## config.mk

```make
export PLATFORM = sky130hd
export DESIGN_NAME = rect_corner_tracker
export DESIGN_NICKNAME = d
export VERILOG_FILES = /design/src/rtl/rect_corner_tracker.sv
export SDC_FILE = /design/constraint.sdc
export NUM_CORES = 1
export LEC_CHECK = 0
export BUFFER_PORTS_ARGS = -buffer_cell sky130_fd_sc_hd__buf_2
export CORE_ASPECT_RATIO = 1.25
export CORE_MARGIN = 4
export CORE_UTILIZATION = 30
export DETAILED_ROUTE_END_ITERATION = 8
export PLACE_DENSITY = 0.49
export SLEW_MARGIN = 20
export SYNTH_ARGS = -nofsm -noshare
export SYNTH_HDL_FRONTEND = slang
export SYNTH_SLANG_ARGS = --single-unit
```

## constraint.sdc

```tcl
create_clock -name clk_in -period 6.6 [get_ports clk_in]
set_input_delay 1.32 -clock clk_in [delete_from_list [all_inputs] [get_ports clk_in]]
set_output_delay 1.32 -clock clk_in [all_outputs]
set_load 0.01 [all_outputs]
```

## src/rtl/rect_corner_tracker.sv

```systemverilog
// rtl/rect_corner_tracker.sv - IIR-smoothed two-corner tracker with per-frame commit and lock FSM
// Corner coordinates are committed only on the cycle after new_frame_in.
module rect_corner_tracker #(
  parameter int SMOOTH_SHIFT   = 2,
  parameter int TIMEOUT_FRAMES = 4,
  parameter int MIN_SIZE       = 8,
  parameter int H_MAX          = 1279,
  parameter int V_MAX          = 719
) (
  input  logic        clk_in,
  input  logic        rst_in,
  input  logic        new_frame_in,
  input  logic        centroid_valid_in,
  input  logic        centroid_sel_in,
  input  logic [10:0] centroid_x_in,
  input  logic [9:0]  centroid_y_in,
  output logic [10:0] x_out_1,
  output logic [9:0]  y_out_1,
  output logic [10:0] x_out_2,
  output logic [9:0]  y_out_2,
  output logic        corners_valid_out,
  output logic        update_out,
  output logic [1:0]  state_out
);

  typedef enum logic [1:0] {ACQUIRE = 2'd0, LOCKED = 2'd1, COAST = 2'd2} state_t;

  localparam int MW = $clog2(TIMEOUT_FRAMES + 2);
  localparam logic [MW-1:0] TIMEOUT_M = MW'(TIMEOUT_FRAMES);
  localparam logic [10:0]   H_LIM     = 11'(H_MAX);
  localparam logic [9:0]    V_LIM     = 10'(V_MAX);
  localparam logic [10:0]   MIN_X     = 11'(MIN_SIZE);
  localparam logic [9:0]    MIN_Y     = 10'(MIN_SIZE);

  state_t        state, next_state;
  logic [MW-1:0] miss_cnt, next_miss;
  logic          commit, clear_hist;

  logic [10:0] sx1, sx2;
  logic [9:0]  sy1, sy2;
  logic        seen1, seen2, hist1, hist2;

  logic [10:0] cx, cur_x, new_x, cur_y11, new_y11;
  logic [9:0]  cy;
  logic        cur_hist;
  logic [10:0] dx;
  logic [9:0]  dy;
  logic        frame_ok;

  // Moves shadow toward target by diff >>> SMOOTH_SHIFT; floor shift keeps result between the two.
  function automatic logic [10:0] smooth(input logic [10:0] sh, input logic [10:0] target);
    logic signed [11:0] diff;
    logic [11:0]        sum;
    diff = $signed({1'b0, target}) - $signed({1'b0, sh});
    sum  = {1'b0, sh} + 12'(diff >>> SMOOTH_SHIFT);
    return sum[10:0];
  endfunction

  always_comb begin
    cx       = (centroid_x_in > H_LIM) ? H_LIM : centroid_x_in;
    cy       = (centroid_y_in > V_LIM) ? V_LIM : centroid_y_in;
    cur_x    = centroid_sel_in ? sx2 : sx1;
    cur_y11  = centroid_sel_in ? {1'b0, sy2} : {1'b0, sy1};
    cur_hist = centroid_sel_in ? hist2 : hist1;
    new_x    = cur_hist ? smooth(cur_x, cx) : cx;
    new_y11  = cur_hist ? smooth(cur_y11, {1'b0, cy}) : {1'b0, cy};
    dx       = (sx1 >= sx2) ? (sx1 - sx2) : (sx2 - sx1);
    dy       = (sy1 >= sy2) ? (sy1 - sy2) : (sy2 - sy1);
    frame_ok = seen1 && seen2 && (dx >= MIN_X) && (dy >= MIN_Y);
  end

  always_comb begin
    next_state = state;
    next_miss  = miss_cnt;
    commit     = 1'b0;
    clear_hist = 1'b0;
    if (new_frame_in) begin
      case (state)
        ACQUIRE: if (frame_ok) begin
          next_state = LOCKED;
          commit     = 1'b1;
        end
        LOCKED: if (frame_ok) begin
          commit = 1'b1;
        end else begin
          next_state = COAST;
          next_miss  = MW'(1);
        end
        COAST: if (frame_ok) begin
          next_state = LOCKED;
          next_miss  = '0;
          commit     = 1'b1;
        end else if (miss_cnt + MW'(1) >= TIMEOUT_M) begin
          next_state = ACQUIRE;
          next_miss  = '0;
          clear_hist = 1'b1;
        end else begin
          next_miss = miss_cnt + MW'(1);
        end
        default: next_state = ACQUIRE;
      endcase
    end
  end

  always_ff @(posedge clk_in or posedge rst_in) begin
    if (rst_in) begin
      state    <= ACQUIRE;
      miss_cnt <= '0;
    end else begin
      state    <= next_state;
      miss_cnt <= next_miss;
    end
  end

  // Frame clear first, so a coincident centroid still marks its corner for the next frame.
  always_ff @(posedge clk_in or posedge rst_in) begin
    if (rst_in) begin
      x_out_1    <= '0;
      y_out_1    <= '0;
      x_out_2    <= '0;
      y_out_2    <= '0;
      update_out <= 1'b0;
      sx1        <= '0;
      sy1        <= '0;
      sx2        <= '0;
      sy2        <= '0;
      seen1      <= 1'b0;
      seen2      <= 1'b0;
      hist1      <= 1'b0;
      hist2      <= 1'b0;
    end else begin
      update_out <= 1'b0;
      if (new_frame_in) begin
        seen1 <= 1'b0;
        seen2 <= 1'b0;
        if (clear_hist) begin
          hist1 <= 1'b0;
          hist2 <= 1'b0;
        end
        if (commit) begin
          x_out_1    <= sx1;
          y_out_1    <= sy1;
          x_out_2    <= sx2;
          y_out_2    <= sy2;
          update_out <= 1'b1;
        end
      end
      if (centroid_valid_in) begin
        if (centroid_sel_in) begin
          sx2   <= new_x;
          sy2   <= new_y11[9:0];
          seen2 <= 1'b1;
          hist2 <= 1'b1;
        end else begin
          sx1   <= new_x;
          sy1   <= new_y11[9:0];
          seen1 <= 1'b1;
          hist1 <= 1'b1;
        end
      end
    end
  end

  assign corners_valid_out = (state == LOCKED) || (state == COAST);
  assign state_out         = state;

endmodule

```

# --- Yosys cells after proc, flatten, opt, wreduce, memory -nomap -nowiden ---
# Cells that the tools add are included.
word_totals:
  reg_bits: 94
  inputBits: 26
  output_inout_bits: 46
  wordCells: 90
classes:
  n_addsub: 9
  order_cmp: 7
  n_eq_ne: 5
  muxes: 41
  bitwise_logic: 1
  reduce_logical: 12
ops:
  columns: ["op", "count"]
  rows:
  - ["two-way mux 11 bit", 4]
  - ["two-way mux 10 bit", 4]
  - ["two-way mux 1 bit", 24]
  - ["subtractor 11 bit", 2]
  - ["subtractor 10 bit", 2]
  - ["subtractor 11 x 11 -> 12 bit", 1]
  - ["adder 11 bit", 1]
  - ["greater-or-equal comparator 11 bit", 1]
  - ["greater-or-equal comparator 11 x 4 -> 1 bit (second input constant)", 1]
  - ["greater-than comparator 11 bit (second input constant)", 1]
  - ["subtractor 10 x 10 -> 11 bit", 1]
  - ["adder 10 x 9 -> 10 bit", 1]
  - ["greater-or-equal comparator 10 bit", 1]
  - ["greater-or-equal comparator 10 x 4 -> 1 bit (second input constant)", 1]
  - ["greater-than comparator 10 bit (second input constant)", 1]
  - ["two-way mux 3 bit", 3]
  - ["two-way mux 2 bit", 4]
  - ["one-hot mux 2 bit (3 select lines)", 1]
  - ["one-hot mux 3 bit (2 select lines)", 1]
  - ["AND reduction 2 bit", 3]
  - ["inequality test 2 bit (second input constant)", 2]
  - ["AND reduction 4 bit", 1]
  - ["adder 3 x 1 -> 3 bit (second input constant)", 1]
  - ["greater-or-equal comparator 3 bit (second input constant)", 1]
  - ["other kinds (10)", 12]

# --- Logic depth before layout (Yosys ltp) ---
depth:
  ltp_word: 12
  ltp_mapped: 22
  ltp_nobuf: 20

# --- Worst setup path before layout ---
# No wires, ideal clock.
synth_path:
  path_type: "input -> register"
  startpoint: "input centroid_sel_in"
  endpoint: "register sx1[10]"
  setup_time_ns: 0.083
  arrival_ns: 5.553
  required_time_ns: 6.517
  path_slack_ns: 0.965
  stages: 22
  path_buffers: 4
  path_cell_list: "buf_2 buf_2 clkbuf_1 clkbuf_1 o21a_1 ha_1 o31ai_1 a31oi_1 and2_1 o21a_1 o311ai_0 a21boi_0 ha_1 inv_1 o21bai_1 a21oi_1 o21ai_0 or4_1 and3_1 xnor2_1 o21a_1 o21ai_0"
synth_via:
  elab_chain_cells: 4
synth_lines:
  columns: ["item", "line", "rtl"]
  rows:
  - ["from (decl)", "14", "input logic centroid_sel_in,"]
  - ["two-way mux 11 bit", "62", "cur_x = centroid_sel_in ? sx2 : sx1;"]
  - ["subtractor 11 x 11 -> 12 bit", "54", "diff = $signed({1'b0, target}) - $signed({1'b0, sh});"]
  - ["adder 11 bit", "55", "sum = {1'b0, sh} + 12'(diff >>> SMOOTH_SHIFT);"]
  - ["two-way mux 11 bit", "65", "new_x = cur_hist ? smooth(cur_x, cx) : cx;"]
  - ["to (signal assigned)", "155", "sx1 <= new_x;"]
  - ["to (decl)", "39", "logic [10:0] sx1, sx2;"]
# Parallel ways exist; a longest one is shown, timed or not.
# A chain may end at the register's enable or synchronous reset.

# --- Worst setup path in the final report ---
layout_path:
  startpoint: "input centroid_x_in[9]"
  endpoint: "register sx2[10]"
layout_via:
  elab_chain_cells: 5
layout_lines:
  columns: ["item", "line", "rtl"]
  rows:
  - ["from (decl)", "15", "input logic [10:0] centroid_x_in,"]
  - ["greater-than comparator 11 bit", "60", "cx = (centroid_x_in > H_LIM) ? H_LIM : centroid_x_in;"]
  - ["two-way mux 11 bit (*)", "60", null]
  - ["subtractor 11 x 11 -> 12 bit", "54", null]
  - ["adder 11 bit", "55", null]
  - ["two-way mux 11 bit (*)", "65", null]
  - ["to (signal assigned)", "150", "sx2 <= new_x;"]
  - ["to (decl)", "39", null]
# Mark *: on every way between the ends. The rest lies on a longest branch, timed or not.

==> impl_metrics.py <==
metrics = {
    "run_status": {
        "status": "finished, final reports clean",
    },
    "floorplanning": {
        "die_w_um": 153,
        "dieArea_um2": 29000,
        "start_util": 0.304,
        "die_h_um": 189,
        "placementRows": 66,
        "core_area_um2": 25900,
        "io_pins": 72,
    },
    "placement": {
        "dpl.hpwl_mm": 16.0,
        "gp_congestion": 0.857,
        "portBuffers": 71,
    },
    "synthesis": {
        "synth_ff_type": "dfrtp_1",
        "yosysTopAreaCell": "dfrtp_1",
        "ys_types": 74,
        "synth_cells": 858,
        "synthArstFlopShare": 1.00,
        "synth_top_area_frac": 0.298,
        "yosys_warnings": 0,
        "ys_ff_latch": 94,
        "synth_area_um2": 7880,
        "synth_edf_count": 0,
        "synth_area_leaders": "dfrtp_1 30%, ha_1 13%, mux2_4 7.4%",
        "synth_seq_area_share": 0.298,
        "syn_nets": 973,
        "avgSynthCellArea_um2": 9.19,
    },
    "setup_path": {
        "critPathCapture": "sx2[10]",
        "rr_worst_depth": 14,
        "arrival_ns": 5.55,
        "crit_path_max_fanout": 11,
        "cp-end-kind": "register",
        "timing.reg2reg.setup_slack_ns": 1.81,
        "worstSetupPathType": "in -> reg",
        "crit_start": "centroid_x_in[9]",
        "worstReg2RegStart": "sy1[0]",
        "cp-start-kind": "input port",
        "critPathRequiredTime_ns": 6.88,
        "r2r_end": "x_out_2[7]",
    },
    "route": {
        "routed_wl_mm": 20.0,
        "wl_per_cell_um": 15.9,
        "final_antenna_net_count": 0,
        "viasPerCell": 4.82,
        "drtIter0Drc": 248,
        "vias": 6065,
        "drc_errors": 0,
        "first_pass_iters": 4,
    },
    "timing": {
        "finalHoldViolations": 0,
        "worst_pin_slew_ns": 0.880,
        "hold_ws_ns": 0.489,
        "rsz0062_at_grt": "false",
        "slew_headroom": 0.413,
        "setup_viol": 0,
        "slew_violations": 0,
        "finalSetupTns_ns": 0,
        "max_freq_mhz": 190,
        "min_period_ns": 5.28,
        "final.period_utilization": 0.799,
        "clock_skew_ns": 0.00946,
    },
    "layout": {
        "mostFrequentLayoutCell": "dfrtp_1",
        "multi_input_area_um2": 4960,
        "nets": 1028,
        "drive_gt1_frac": 0.178,
        "seqCellArea_um2": 2350,
        "nFillCells": 2721,
        "final_cell_mix": "94 x dfrtp_1, 91 x inv_1, 88 x nand2_1",
        "syn_to_final_growth_pct": 11.9,
    },
    "global_route": {
        "grt_pass1_vias": 6166,
        "grt_max_degree": 69,
        "grt_usage": 0.142,
        "grt_overflow_total": 0,
        "grt_pass1_wl_mm": 33.3,
        "antenna_found_initial": 1,
    },
    "clock_network": {
        "clockBufferDepth": 2,
        "clk_pin_slew_worst_paths_ns": 0.07,
        "clock_latency_ns": 0.36,
        "ctsResizeCount": 0,
        "cts_sinks": 94,
        "clock-root-buffer": "clkbuf_16",
        "htreeDepth": 3,
        "ctsHoldBuffers": 0,
        "post_cts_buffers": 0,
        "tritoncts": "built",
        "numCtsBuffers": 9,
    },
    "flow_run": {
        "maxCapViolCount": 0,
    },
    "worst_hold_path": {
        "min_path_type": "reg -> reg",
        "hold_start": "y_out_2[2]",
    },
}
==> worst min-delay path by stage <==
stage | end | slack (ns) | depth (start not counted)
after floorplan | hist2 | 0.47 | 1
after global placement | y_out_2[2] | 0.47 | 1
after detailed placement | y_out_2[2] | 0.48 | 1
after CTS | y_out_2[2] | 0.50 | 1
after global routing | y_out_2[2] | 0.50 | 1
final | y_out_2[2] | 0.49 | 1
==> critical path: stages <==
cell,delay [ns]
buf_2,0.10
o21a_1,0.27
or2_2,0.32
ha_1,0.29
o31ai_1,0.12
a31oi_1,0.17
and2_1,0.18
o21a_1,0.19
o311ai_0,0.45
a21boi_0,0.27
ha_1,0.30
inv_1,0.07
o21bai_1,0.07
a21oi_1,0.21
o21ai_0,0.19
or4_1,0.42
and3_1,0.19
xnor2_1,0.12
o21a_1,0.18
o21ai_0,0.13
==> final cells by class <==
cell class / count / area share
sequential: 94 / 0.267
inverter: 92 / 0.0394
timing repair buffer: 79 / 0.0471
multi-input combinational: 637 / 0.563
clock buffer: 10 / 0.0271
tap: 340 / 0.0482
antenna: 1 / 0.000284
clock inverter: 6 / 0.00879
==> flip-flops by register name, summed over array words and instances, names as in the netlist <==
name	cells
sx1	11
sx2	11
x_out_1	11
x_out_2	11
sy1	10
sy2	10
y_out_1	10
y_out_2	10
miss_cnt	3
state_out	2
hist1	1
hist2	1
seen1	1
seen2	1
update_out	1
==> layer usage <==
| metal | track usage | routed length [um] |
|---|---|---|
| met5 | 0 | 0 |
| met4 | 0.0497 | 551 |
| met3 | 0.0215 | 513 |
| met2 | 0.259 | 10100 |
| met1 | 0.171 | 8800 |
==> synth_stat cells, drive strengths merged, types with 5 or more instances <==
cell type	count
a21o	15
nand2	88
a21oi	37
a211oi	8
nand2b	9
and3	10
o21ai	70
nand3	7
xnor2	31
clkbuf	18
nand4	9
o31ai	5
o21a	30
mux2	48
o211ai	6
inv	92
xor2	12
o21bai	9
ha	85
dfrtp	94
a31oi	8
and2	7
nor2	38
nor3	17
mux2i	16
nor4	5
a2111oi	5
buf	17
nor2b	10
or2	6
==> kinds of logic after synthesis <==
group,after synthesis,synth area share
muxes,64,0.107
buffers and inverters,127,0.0724
DFF,94,0.298
and+or+nand+nor,223,0.140
xor gates and xnor gates,43,0.0478
adders and majority gates,89,0.145
AOI/OAI and AO/OA,218,0.189
==> through the flow <==
stage | setup slack [ns] | instance area (um^2) | util | cells
after floorplan | 0.965 | 7880 | - | 858
after global placement | 0.975 | 8500 | 0.328 | 1242
after detailed placement | 0.942 | 8500 | 0.328 | 1242
after CTS | 1.32 | 8820 | 0.340 | 1258
after global routing | 0.898 | 8820 | 0.340 | 1259
final | 1.32 | 8820 | 0.340 | 1259
Power is not shown: default switching activity piles up to over one toggle a cycle in this logic, so the estimate is an artifact.
